### config.mk
export PLATFORM = sky130hd
export DESIGN_NAME = io_debounce_edge
export DESIGN_NICKNAME = d
export VERILOG_FILES = /design/src/rtl/io_debounce_edge.sv
export SDC_FILE = /design/constraint.sdc
export NUM_CORES = 1
export LEC_CHECK = 0
export CAP_MARGIN = 20
export CORE_AREA = 2 2 258 260
export DETAILED_ROUTE_END_ITERATION = 12
export DIE_AREA = 0 0 260 262
export PLACE_DENSITY = 0.42
export SKIP_CTS_REPAIR_TIMING = 1
export SLEW_MARGIN = 20
export SYNTH_ARGS = -nofsm -noshare
export SYNTH_HDL_FRONTEND = slang
export SYNTH_SLANG_ARGS = --single-unit
### constraint.sdc
create_clock -name clk -period 4.2 [get_ports clk]
set_input_delay 0.84 -clock clk [delete_from_list [all_inputs] [get_ports clk]]
set_output_delay 0.84 -clock clk [all_outputs]
set_load 0.05 [all_outputs]
### src/rtl/io_debounce_edge.sv
// Multi-channel board-input debouncer: synchroniser, per-channel stability counter,
// registered rise/fall pulses, sticky event flags with a shared ack, and an irq summary.
module io_debounce_edge #(
  parameter int              N_CH        = 16,
  parameter int              DB_CYCLES   = 500000,
  parameter int              SIMULATE    = 0,
  parameter int              SIM_CYCLES  = 4,
  parameter int              SYNC_STAGES = 2,
  parameter logic [N_CH-1:0] INIT_VAL    = '0
) (
  input  logic            clk,
  input  logic            resetn,
  input  logic [N_CH-1:0] din,
  output logic [N_CH-1:0] dout,
  output logic [N_CH-1:0] rise,
  output logic [N_CH-1:0] fall,
  output logic [N_CH-1:0] evt_flags,
  input  logic            evt_ack,
  output logic            irq
);

  localparam int LIMIT = (SIMULATE != 0) ? SIM_CYCLES : DB_CYCLES;
  localparam int CNT_W = (LIMIT < 1) ? 1 : $clog2(LIMIT + 1);
  localparam logic [CNT_W-1:0] CNT_LAST = CNT_W'(LIMIT - 1);

  if (LIMIT < 1) begin : g_bad_limit
    $error("io_debounce_edge: debounce window must be at least one cycle");
  end
  if (SYNC_STAGES < 2) begin : g_bad_sync
    $error("io_debounce_edge: synchroniser needs at least two stages");
  end

  logic [N_CH-1:0]  sync_q [SYNC_STAGES];
  logic [N_CH-1:0]  s;
  logic [CNT_W-1:0] cnt_q  [N_CH];
  logic [CNT_W-1:0] cnt_d  [N_CH];
  logic [N_CH-1:0]  dout_q, dout_d;
  logic [N_CH-1:0]  rise_q, rise_d;
  logic [N_CH-1:0]  fall_q, fall_d;
  logic [N_CH-1:0]  flags_q, flags_d;
  logic             irq_q, irq_d;

  // Synchroniser chain: only the last stage is allowed to feed logic.
  always_ff @(posedge clk) begin
    if (!resetn) begin
      for (int k = 0; k < SYNC_STAGES; k++) sync_q[k] <= INIT_VAL;
    end else begin
      sync_q[0] <= din;
      for (int k = 1; k < SYNC_STAGES; k++) sync_q[k] <= sync_q[k-1];
    end
  end

  assign s = sync_q[SYNC_STAGES-1];

  // Stability counter: a change is accepted on the LIMIT-th consecutive mismatching cycle.
  always_comb begin
    dout_d = dout_q;
    rise_d = '0;
    fall_d = '0;
    for (int i = 0; i < N_CH; i++) begin
      cnt_d[i] = '0;
      if (s[i] != dout_q[i]) begin
        if (cnt_q[i] == CNT_LAST) begin
          dout_d[i] = s[i];
          rise_d[i] = s[i];
          fall_d[i] = ~s[i];
        end else begin
          cnt_d[i] = cnt_q[i] + CNT_W'(1);
        end
      end
    end
  end

  // A pulse produced on the same edge as an ack keeps its flag set.
  always_comb begin
    flags_d = (flags_q & ~{N_CH{evt_ack}}) | rise_d | fall_d;
    irq_d   = |flags_d;
  end

  always_ff @(posedge clk) begin
    if (!resetn) begin
      for (int i = 0; i < N_CH; i++) cnt_q[i] <= '0;
      dout_q  <= INIT_VAL;
      rise_q  <= '0;
      fall_q  <= '0;
      flags_q <= '0;
      irq_q   <= 1'b0;
    end else begin
      for (int i = 0; i < N_CH; i++) cnt_q[i] <= cnt_d[i];
      dout_q  <= dout_d;
      rise_q  <= rise_d;
      fall_q  <= fall_d;
      flags_q <= flags_d;
      irq_q   <= irq_d;
    end
  end

  assign dout      = dout_q;
  assign rise      = rise_q;
  assign fall      = fall_q;
  assign evt_flags = flags_q;
  assign irq       = irq_q;

endmodule
==> results.cfg, run 1 <==
[outcome]
run_status = finished clean

[yosys]
instance_count_of_the_mapped_netlist = 1766
synth_nets = 1801
mapped_avg_cell_area_um2 = 9.17
yosys_warnings = 0
synth.ff_latch_count = 401
synth.cells.most_frequent = 401 x sky130_fd_sc_hd__dfxtp_1, 341 x sky130_fd_sc_hd__nor2_1, 180 x sky130_fd_sc_hd__xor2_1, 122 x sky130_fd_sc_hd__nand2_1, 119 x sky130_fd_sc_hd__nand3_1
yosys.cell_count.top_type = sky130_fd_sc_hd__dfxtp_1
seq_area_frac_synth_pct = 49.6
async_flop_share_pct = 0
yosysTopAreaCell = sky130_fd_sc_hd__dfxtp_1
synth_edf_count = 0
ys_dominant_reg_cell = sky130_fd_sc_hd__dfxtp_1
synth.top_cells.by_area = sky130_fd_sc_hd__dfxtp_1 50%, sky130_fd_sc_hd__xor2_1 9.7%, sky130_fd_sc_hd__nor2_1 7.9%
synth.lib_cells_used.distinct = 50
cell_area_synth_mm2 = 0.0162
synth_top_area_share_pct = 49.6

[die]
die_footprint_mm2 = 0.0681
core_rows = 94
start_util_pct = 24.8
io_pins = 84
core_mm2 = 0.0653
die_x_um = 260
die_height_um = 262

[global_route]
grt-busiest-layer = met2
first_global_vias = 11500
grt_util_met3_pct = 2.58
grt_antenna_before_repair = 0
grt.met2_usage_pct = 16.4
grt-ovfl-total = 0
grt_first_pass_wirelength_um = 59600
global_route.usage.met1_pct = 14.6
pin_count_of_the_biggest_net_entering_global_routing = 41
gr-usage-all-layers_pct = 10.7

[finish]
final.fill_count = 6855
areaGrowthSynthToFinish_pct = 21.2
fraction_of_final_layout_cells_with_drive_strength_greater_than_1_pct = 5.06
multi_input_comb_area_mm2 = 0.00788
postLayoutCellArea_mm2 = 0.0196
final_nets = 1915
antenna_cells_inserted = 0
area.sequential_mm2 = 0.00803

[critical_path]
crit_type = in -> reg
worst-path-buf-inv = 2
r2r_start = cnt_q[0][19]$_SDFF_PP0_
timing.critical_path.max_delay_family = simple AND/OR/NAND/NOR gates
critical_path_required_ns = 4.66
critPathSlowestCell = sky130_fd_sc_hd__nor4_1
cell_chain_of_the_critical_path = clkdlybuf4s50_1 > inv_1 > o2bb2ai_1 > nor4_1 > nand4_1 > o41a_2
crit_path_start = evt_ack
startpoint_type = input port
cp_slowest_stage_delay_ns = 0.67
cp_data_arrival_time_ns = 3.32
crit_fanout = 14
crit_path_end_kind = register

[clock_tree]
numCtsBuffers = 48
root_buffer = sky130_fd_sc_hd__clkbuf_16
clockBufferDepth = 3
htree_levels = 2
path_clk_slew_ns = 0.06
tritoncts = built
cts.sink_count = 401
clock_insertion_delay_worst_skew_ns = 0.57

[route]
drt_iter0_drc = 465
wl_per_cell_um = 13.0
detail_route.wirelength_um = 36100
detail_route.vias_per_cell = 4.30
routed-via-count = 12000
first_pass_iters = 4
drc = 0
drt.antenna.violating_nets = 0

[job]
maxCapViolCount = 0

[sta]
timing.final.hold_violations = 0
period_minus_slack_ns = 2.87
finalSetupViolCount = 0
maxClockFrequency_ghz = 0.349
worst_pin_slew_ns = 0.864
min_period_over_period_pct = 68.3
max_slew_headroom_pct = 42.3
fin_worst_skew_ns = 0.00984
finalMaxSlewViolations = 0
fin_tns_setup_ns = 0
hold-worst-slack_ns = 0.430
grt_setup_unrepaired = false
postLayoutSetupSlackWorst_ns = 1.33

[placement]
gpl.final_weighted_congestion = 0.727
place.port_buffers = 83
placedInstanceArea_mm2 = 0.0180
dp_hpwl_um = 25100
dp_slack_ns = 0.675

[min_path]
worst_hold_startpoint = sync_q[0][6]$_SDFF_PN0_
worstHoldPathType = reg -> reg

[power_and_ir_drop]
fin_total_pwr_w = 0.00810
power.density_cell_area_mw_per_mm2 = 413
peak_supply_drop_v = 0.000277
total_leakage_power_nw = 6.41
[cell families after synthesis]
family / share of synthesized area, %
buffers and inverters: 1.75
xor gates and xnor gates: 14.5
adders and majority gates: 1.24
muxes: 0.680
DFF: 49.6
AOI/OAI and AO/OA: 3.01
and+or+nand+nor: 29.2
[metrics by stage]
| stage | utilization [%] | std cells |
|---|---|---|
| 5_1_grt | 30.1 | 2781 |
| 6_report | 30.1 | 2781 |
| 2_1_floorplan | - | 1766 |
| 3_3_place_gp | 27.6 | 2694 |
| 4_1_cts | 30.1 | 2781 |
| 3_5_place_dp | 27.6 | 2694 |
[state kept, by name, summed over array words and instances (netlist names)]
name	count
cnt_q	304
rise	16
dout	16
evt_flags	16
fall	16
sync_q	32
irq	1
[worst reg2reg max path: stages, from the launching register on]
cell and delay, ns:
sky130_fd_sc_hd__dfxtp_1 0.33, sky130_fd_sc_hd__ha_1 0.23, sky130_fd_sc_hd__and4_1 0.18, sky130_fd_sc_hd__nand4_1 0.18, sky130_fd_sc_hd__o32ai_1 0.14, sky130_fd_sc_hd__nor4_1 0.63
sky130_fd_sc_hd__nand4_1 0.20, sky130_fd_sc_hd__o41a_2 0.51
[power by group]
group	internal (W)	switching [W]
Clock	0.00254	0.00162
Combinational	0.0000374	0.0000584
Sequential	0.00382	0.0000134
[path summary, 6_finish.rpt]
kind                                                  to  slack [ns]  cells past startpoint
worst max register to register            irq$_SDFF_PN0_        1.68                      7
worst max-delay path                      irq$_SDFF_PN0_        1.33                      6
worst min register to register  sync_q[0][22]$_SDFF_PN0_        0.43                      1
worst min-delay path            sync_q[0][22]$_SDFF_PN0_        0.43                      1
[metal layers]
layer / wire length (um) / share of wire [%]
met1: 18300 / 51
met2: 15100 / 42
met3: 1790 / 4.9
met4: 932 / 2.6
met5: 0 / 0
[placed cells by master (no fill, tap or decap), types with 16 or more instances in the layout]
cell                              count
sky130_fd_sc_hd__ha_1                16
sky130_fd_sc_hd__nor2b_1             28
sky130_fd_sc_hd__and3_1              47
sky130_fd_sc_hd__a21oi_1             21
sky130_fd_sc_hd__nand4_1             59
sky130_fd_sc_hd__and4_1              28
sky130_fd_sc_hd__nor2_1             341
sky130_fd_sc_hd__nand3_1            119
sky130_fd_sc_hd__dfxtp_1            401
sky130_fd_sc_hd__or3_1               22
sky130_fd_sc_hd__clkbuf_16           49
sky130_fd_sc_hd__nor3b_1             36
sky130_fd_sc_hd__xnor2_1             88
sky130_fd_sc_hd__and2_1              49
sky130_fd_sc_hd__xor2_1             180
sky130_fd_sc_hd__clkdlybuf4s50_1     82
sky130_fd_sc_hd__nor4b_1             24
sky130_fd_sc_hd__nand2_1            122
sky130_fd_sc_hd__inv_1               37
sky130_fd_sc_hd__o21ai_0             25
[layout make-up]
class / instances / share of cell area [%]
clock inverter: 15 / 0.905
sequential: 401 / 40.9
tap: 864 / 5.51
inverter: 37 / 0.708
clock buffer: 72 / 7.15
timing repair buffer: 94 / 4.64
multi-input combinational: 1298 / 40.2
Power figures use the tool's default switching activity.
==> run 2, diff against run 1 <==
==> constraint.sdc (replaced) <==
create_clock -name clk -period 2.7 [get_ports clk]
set_input_delay 0.54 -clock clk [delete_from_list [all_inputs] [get_ports clk]]
set_output_delay 0.54 -clock clk [all_outputs]
set_load 0.05 [all_outputs]
==> results.cfg, run 2 (synthesis gave the netlist of run 1 again) <==
[clock_tree]
root_buffer = sky130_fd_sc_hd__clkbuf_16
path_clk_slew_ns = 0.06
clockBufferDepth = 3
tritoncts = built
cts.sink_count = 401
numCtsBuffers = 48
htree_levels = 2
clock_insertion_delay_worst_skew_ns = 0.57

[power_and_ir_drop]
fin_total_pwr_w = 0.0127
sequentialPowerShare_pct = 47.1
power.switching_fraction_pct = 20.7
power.density_cell_area_mw_per_mm2 = 641
peak_supply_drop_v = 0.000364
intPower_w = 0.0100
share_comb_of_total_power_pct = 1.2
power_switching_w = 0.00263
clock_power_share_pct = 51.6
total_leakage_power_nw = 6.49

[sta]
timing.final.hold_violations = 0
max_slew_headroom_pct = 50.8
fin_worst_skew_ns = 0.0115
finalSetupViolCount = 0
min_period_over_period_pct = 92.0
hold-worst-slack_ns = 0.431
worst_pin_slew_ns = 0.736
grt_setup_unrepaired = false
postLayoutSetupSlackWorst_ns = 0.215
maxClockFrequency_ghz = 0.402
period_minus_slack_ns = 2.49
finalMaxSlewViolations = 0

[route]
drc = 0
detail_route.vias_per_cell = 4.26
first_pass_iters = 4
drt.antenna.violating_nets = 0
wl_per_cell_um = 12.8
detail_route.wirelength_um = 35800
drt_iter0_drc = 570
routed-via-count = 11900

[die]
die_x_um = 260
core_rows = 94
start_util_pct = 24.8
io_pins = 84
core_mm2 = 0.0653
die_height_um = 262
die_footprint_mm2 = 0.0681

[critical_path]
cp_slowest_stage_delay_ns = 0.95
startpoint_type = register
timing.critical_path.max_delay_family = buffers and inverters
crit_path_end_kind = output pin
crit_fanout = 5
cell_chain_of_the_critical_path = clkdlybuf4s50_1
critPathSlowestCell = sky130_fd_sc_hd__clkdlybuf4s50_1
critical_path_required_ns = 2.16
worst-path-buf-inv = 1
crit_type = reg -> out
cp_data_arrival_time_ns = 1.95

[outcome]
run_status = finished clean

[global_route]
grt_first_pass_wirelength_um = 59500
pin_count_of_the_biggest_net_entering_global_routing = 40
first_global_vias = 11600
grt-ovfl-total = 0
grt_antenna_before_repair = 0
gr-usage-all-layers_pct = 10.6

[finish]
areaGrowthSynthToFinish_pct = 22.1
fraction_of_final_layout_cells_with_drive_strength_greater_than_1_pct = 5.65
final_cell_mix = 401 x sky130_fd_sc_hd__dfxtp_1, 341 x sky130_fd_sc_hd__nor2_1, 180 x sky130_fd_sc_hd__xor2_1
max_flop_register = cnt_q
largest_reg_flops = 304
postLayoutCellArea_mm2 = 0.0198
top_regs = cnt_q: 304 flops, sync_q: 32 flops
antenna_cells_inserted = 0
final_common_cell = sky130_fd_sc_hd__dfxtp_1
final_nets = 1928
finalCoreUtilization_pct = 30.3

[min_path]
worstHoldPathType = reg -> reg

[placement]
place.port_buffers = 83
dp_slack_ns = -0.197
gpl.final_weighted_congestion = 0.737
dp_hpwl_um = 24800
placedInstanceArea_mm2 = 0.0182

[job]
maxCapViolCount = 0
-- run 2: through the flow --
step                setup TNS, ns  std cells
floorplan                       0       1766
global placement           -0.133       2707
detailed placement         -0.197       2707
CTS                             0       2793
global route                    0       2793
finish                          0       2793
-- run 2: final timing paths --
kind                            startpoint                  endpoint  slack (ns)  cells after the start
setup / recovery     dout[13]$_SDFFE_PN0P_                  dout[13]        0.21                      1
setup reg to reg   cnt_q[0][19]$_SDFF_PP0_            irq$_SDFF_PN0_        0.34                      7
hold reg to reg   sync_q[0][14]$_SDFF_PN0_  sync_q[0][30]$_SDFF_PN0_        0.43                      1
hold / removal    sync_q[0][14]$_SDFF_PN0_  sync_q[0][30]$_SDFF_PN0_        0.43                      1
-- run 2: layout make-up --
class | instances | area (um^2)
clock buffers | 74 | 1440
clock inverters | 12 | 166
fillers | 6792 | 45500
inverters | 37 | 139
multi-input cells | 1298 | 7880
flip-flops and latches | 401 | 8030
well taps | 864 | 1080
repair buffers | 107 | 1030
-- run 2: power by group through the flow --
stage                     combinational (W)  clock, W  sequential, W
after CTS                          0.000164   0.00685        0.00597
after global placement             0.000162         0        0.00610
after global routing               0.000177   0.00705        0.00597
final                              0.000157   0.00655        0.00597
after detailed placement           0.000162         0        0.00610
after floorplan                   0.0000883         0        0.00609
-- run 2: layer usage --
metal / wire length, um / part of all wire, % / GRT usage (%) / up-vias
li1: - / - / - / 6223
met1: 17800 / 50 / 14.2 / 5495
met2: 15300 / 43 / 16.7 / 135
met3: 1840 / 5.1 / 2.67 / 53
met4: 850 / 2.4 / 3.56 / 0
met5: 0 / 0 / 0 / -
==> run 3, diff against run 2 <==
--- a/config.mk
+++ b/config.mk
@@ -6,10 +6,10 @@
 export NUM_CORES = 1
 export LEC_CHECK = 0
 export CAP_MARGIN = 20
-export CORE_AREA = 2 2 258 260
+export CORE_AREA = 2 2 193 195
 export DETAILED_ROUTE_END_ITERATION = 12
-export DIE_AREA = 0 0 260 262
-export PLACE_DENSITY = 0.42
+export DIE_AREA = 0 0 195 197
+export PLACE_DENSITY = 0.64
 export SKIP_CTS_REPAIR_TIMING = 1
 export SLEW_MARGIN = 20
 export SYNTH_ARGS = -nofsm -noshare
==> results.cfg, run 3 (synthesis gave the netlist of run 1 again) <==
[outcome]
run_status = finished clean

[clock_tree]
htree_levels = 2
numCtsBuffers = 43
clock_insertion_delay_worst_skew_ns = 0.55
tritoncts = built
root_buffer = sky130_fd_sc_hd__clkbuf_16
cts.sink_count = 401
clockBufferDepth = 3
path_clk_slew_ns = 0.06

[min_path]
worst_hold_startpoint = sync_q[0][14]$_SDFF_PN0_
min_path_cells = 1
worstHoldPathType = reg -> reg
worst_hold_path.endpoint = sync_q[0][30]$_SDFF_PN0_

[finish]
layoutNonFillerInstCount = 2380
final_cell_mix = 401 x sky130_fd_sc_hd__dfxtp_1, 341 x sky130_fd_sc_hd__nor2_1, 180 x sky130_fd_sc_hd__xor2_1
antenna_cells_inserted = 0
final_nets = 1920
largest_reg_flops = 304
fraction_of_final_layout_cells_with_drive_strength_greater_than_1_pct = 4.76
top_regs = cnt_q: 304 flops, sync_q: 32 flops
finalCoreUtilization_pct = 52.2
final_common_cell = sky130_fd_sc_hd__dfxtp_1
max_flop_register = cnt_q
areaGrowthSynthToFinish_pct = 17.0

[placement]
dp_hpwl_um = 22800
gpl.final_weighted_congestion = 0.802
dp_slack_ns = -0.00457
place.detailed.instances = 2308
place.port_buffers = 83

[critical_path]
crit-reg2reg-capture = cnt_q[1][30]$_SDFF_PP0_
reg2reg_setup_slack_ns = 0.39
critPathSlowestCell = sky130_fd_sc_hd__clkdlybuf4s50_1
cell_chain_of_the_critical_path = clkdlybuf4s50_1
cp_slowest_stage_delay_ns = 0.86
critical_path_cell_count = 1
crit_fanout = 5
crit_type = reg -> out
timing.critical_path.max_delay_family = buffers and inverters
crit_path_start = dout[5]$_SDFFE_PN0P_
worst-path-buf-inv = 1
crit_path_end_kind = output pin
r2r_start = cnt_q[1][19]$_SDFF_PP0_
reg2regPathDepth = 6
startpoint_type = register
cp_data_arrival_time_ns = 1.86
critical_path_required_ns = 2.16

[sta]
period_minus_slack_ns = 2.40
postLayoutSetupSlackWorst_ns = 0.298
fin_tns_setup_ns = 0
fin_worst_skew_ns = 0.0112
maxClockFrequency_ghz = 0.416
grt_setup_unrepaired = false
timing.final.hold_violations = 0
finalSetupViolCount = 0
max_slew_headroom_pct = 44.3
worst_pin_slew_ns = 0.828
hold-worst-slack_ns = 0.432
finalMaxSlewViolations = 0
min_period_over_period_pct = 88.9

[global_route]
pin_count_of_the_biggest_net_entering_global_routing = 32
first_global_vias = 11600
grt-ovfl-total = 0
grt_first_pass_wirelength_um = 54700
gr-usage-all-layers_pct = 17.0
grt_antenna_before_repair = 0

[power_and_ir_drop]
peak_supply_drop_v = 0.000503
total_leakage_power_nw = 6.32
power.density_cell_area_mw_per_mm2 = 616

[die]
die_height_um = 197
io_pins = 84
core_rows = 70
die_x_um = 195
start_util_pct = 44.6
die_footprint_mm2 = 0.0384
core_mm2 = 0.0363

[job]
maxCapViolCount = 0

[route]
routed-via-count = 12000
drt.antenna.violating_nets = 0
first_pass_iters = 4
drc = 0
detail_route.vias_per_cell = 5.04
wl_per_cell_um = 13.6
detail_route.wirelength_um = 32300
drt_iter0_drc = 499
## run 3: cell count changes in the layout (fill, tap and decap cells not counted), sizes merged
cell,change
clkbuf,-6
clkinv,-3
bufinv,-4
inv,-1
buf,-3
## run 3: layer usage
layer  part of all wire (%)  wire, um  up-vias  GRT usage, %
met5                      0         0        -             0
met4                    2.9       927        0          6.50
met3                    3.8      1240       68          2.96
met2                     46     14700      140          28.4
met1                     48     15400     5598          22.0
li1                       -         -     6196             -
## run 3: worst max-delay path by stage
stage / to / slack (ns)
floorplan: cnt_q[1][29]$_SDFF_PP0_ / 0.63
global placement: irq$_SDFF_PN0_ / 0.08
detailed placement: irq$_SDFF_PN0_ / -0.005
CTS: dout[3] / 0.28
global route: cnt_q[1][24]$_SDFF_PP0_ / 0.05
finish: dout[5] / 0.30
## run 3: through the flow
step | area [um^2] | total power (W)
final | 18900 | 0.0117
after CTS | 18900 | 0.0118
after global routing | 18900 | 0.0121
after detailed placement | 17600 | 0.00625
after floorplan | 16200 | 0.00618
after global placement | 17600 | 0.00625
## run 3: power by group
group	internal, W	switching (W)
clock network	0.00328	0.00227
logic	0.0000633	0.0000869
registers	0.00595	0.0000226
## run 3: area by class of cell
class,instances,area [um^2]
fill,3377,17300
sequential,401,8030
multi-input combinational,1298,7880
clock buffer,68,1300
timing repair buffer,104,986
tap,468,586
inverter,37,139
clock inverter,4,22.5
## run 3: worst register-to-register path: stages (launching register included)
cell	delay (ns)
sky130_fd_sc_hd__dfxtp_1	0.36
sky130_fd_sc_hd__ha_1	0.26
sky130_fd_sc_hd__nor4b_1	0.35
sky130_fd_sc_hd__or3b_2	0.49
sky130_fd_sc_hd__nor3_2	0.22
sky130_fd_sc_hd__nand3b_2	0.40
sky130_fd_sc_hd__nor2_1	0.10
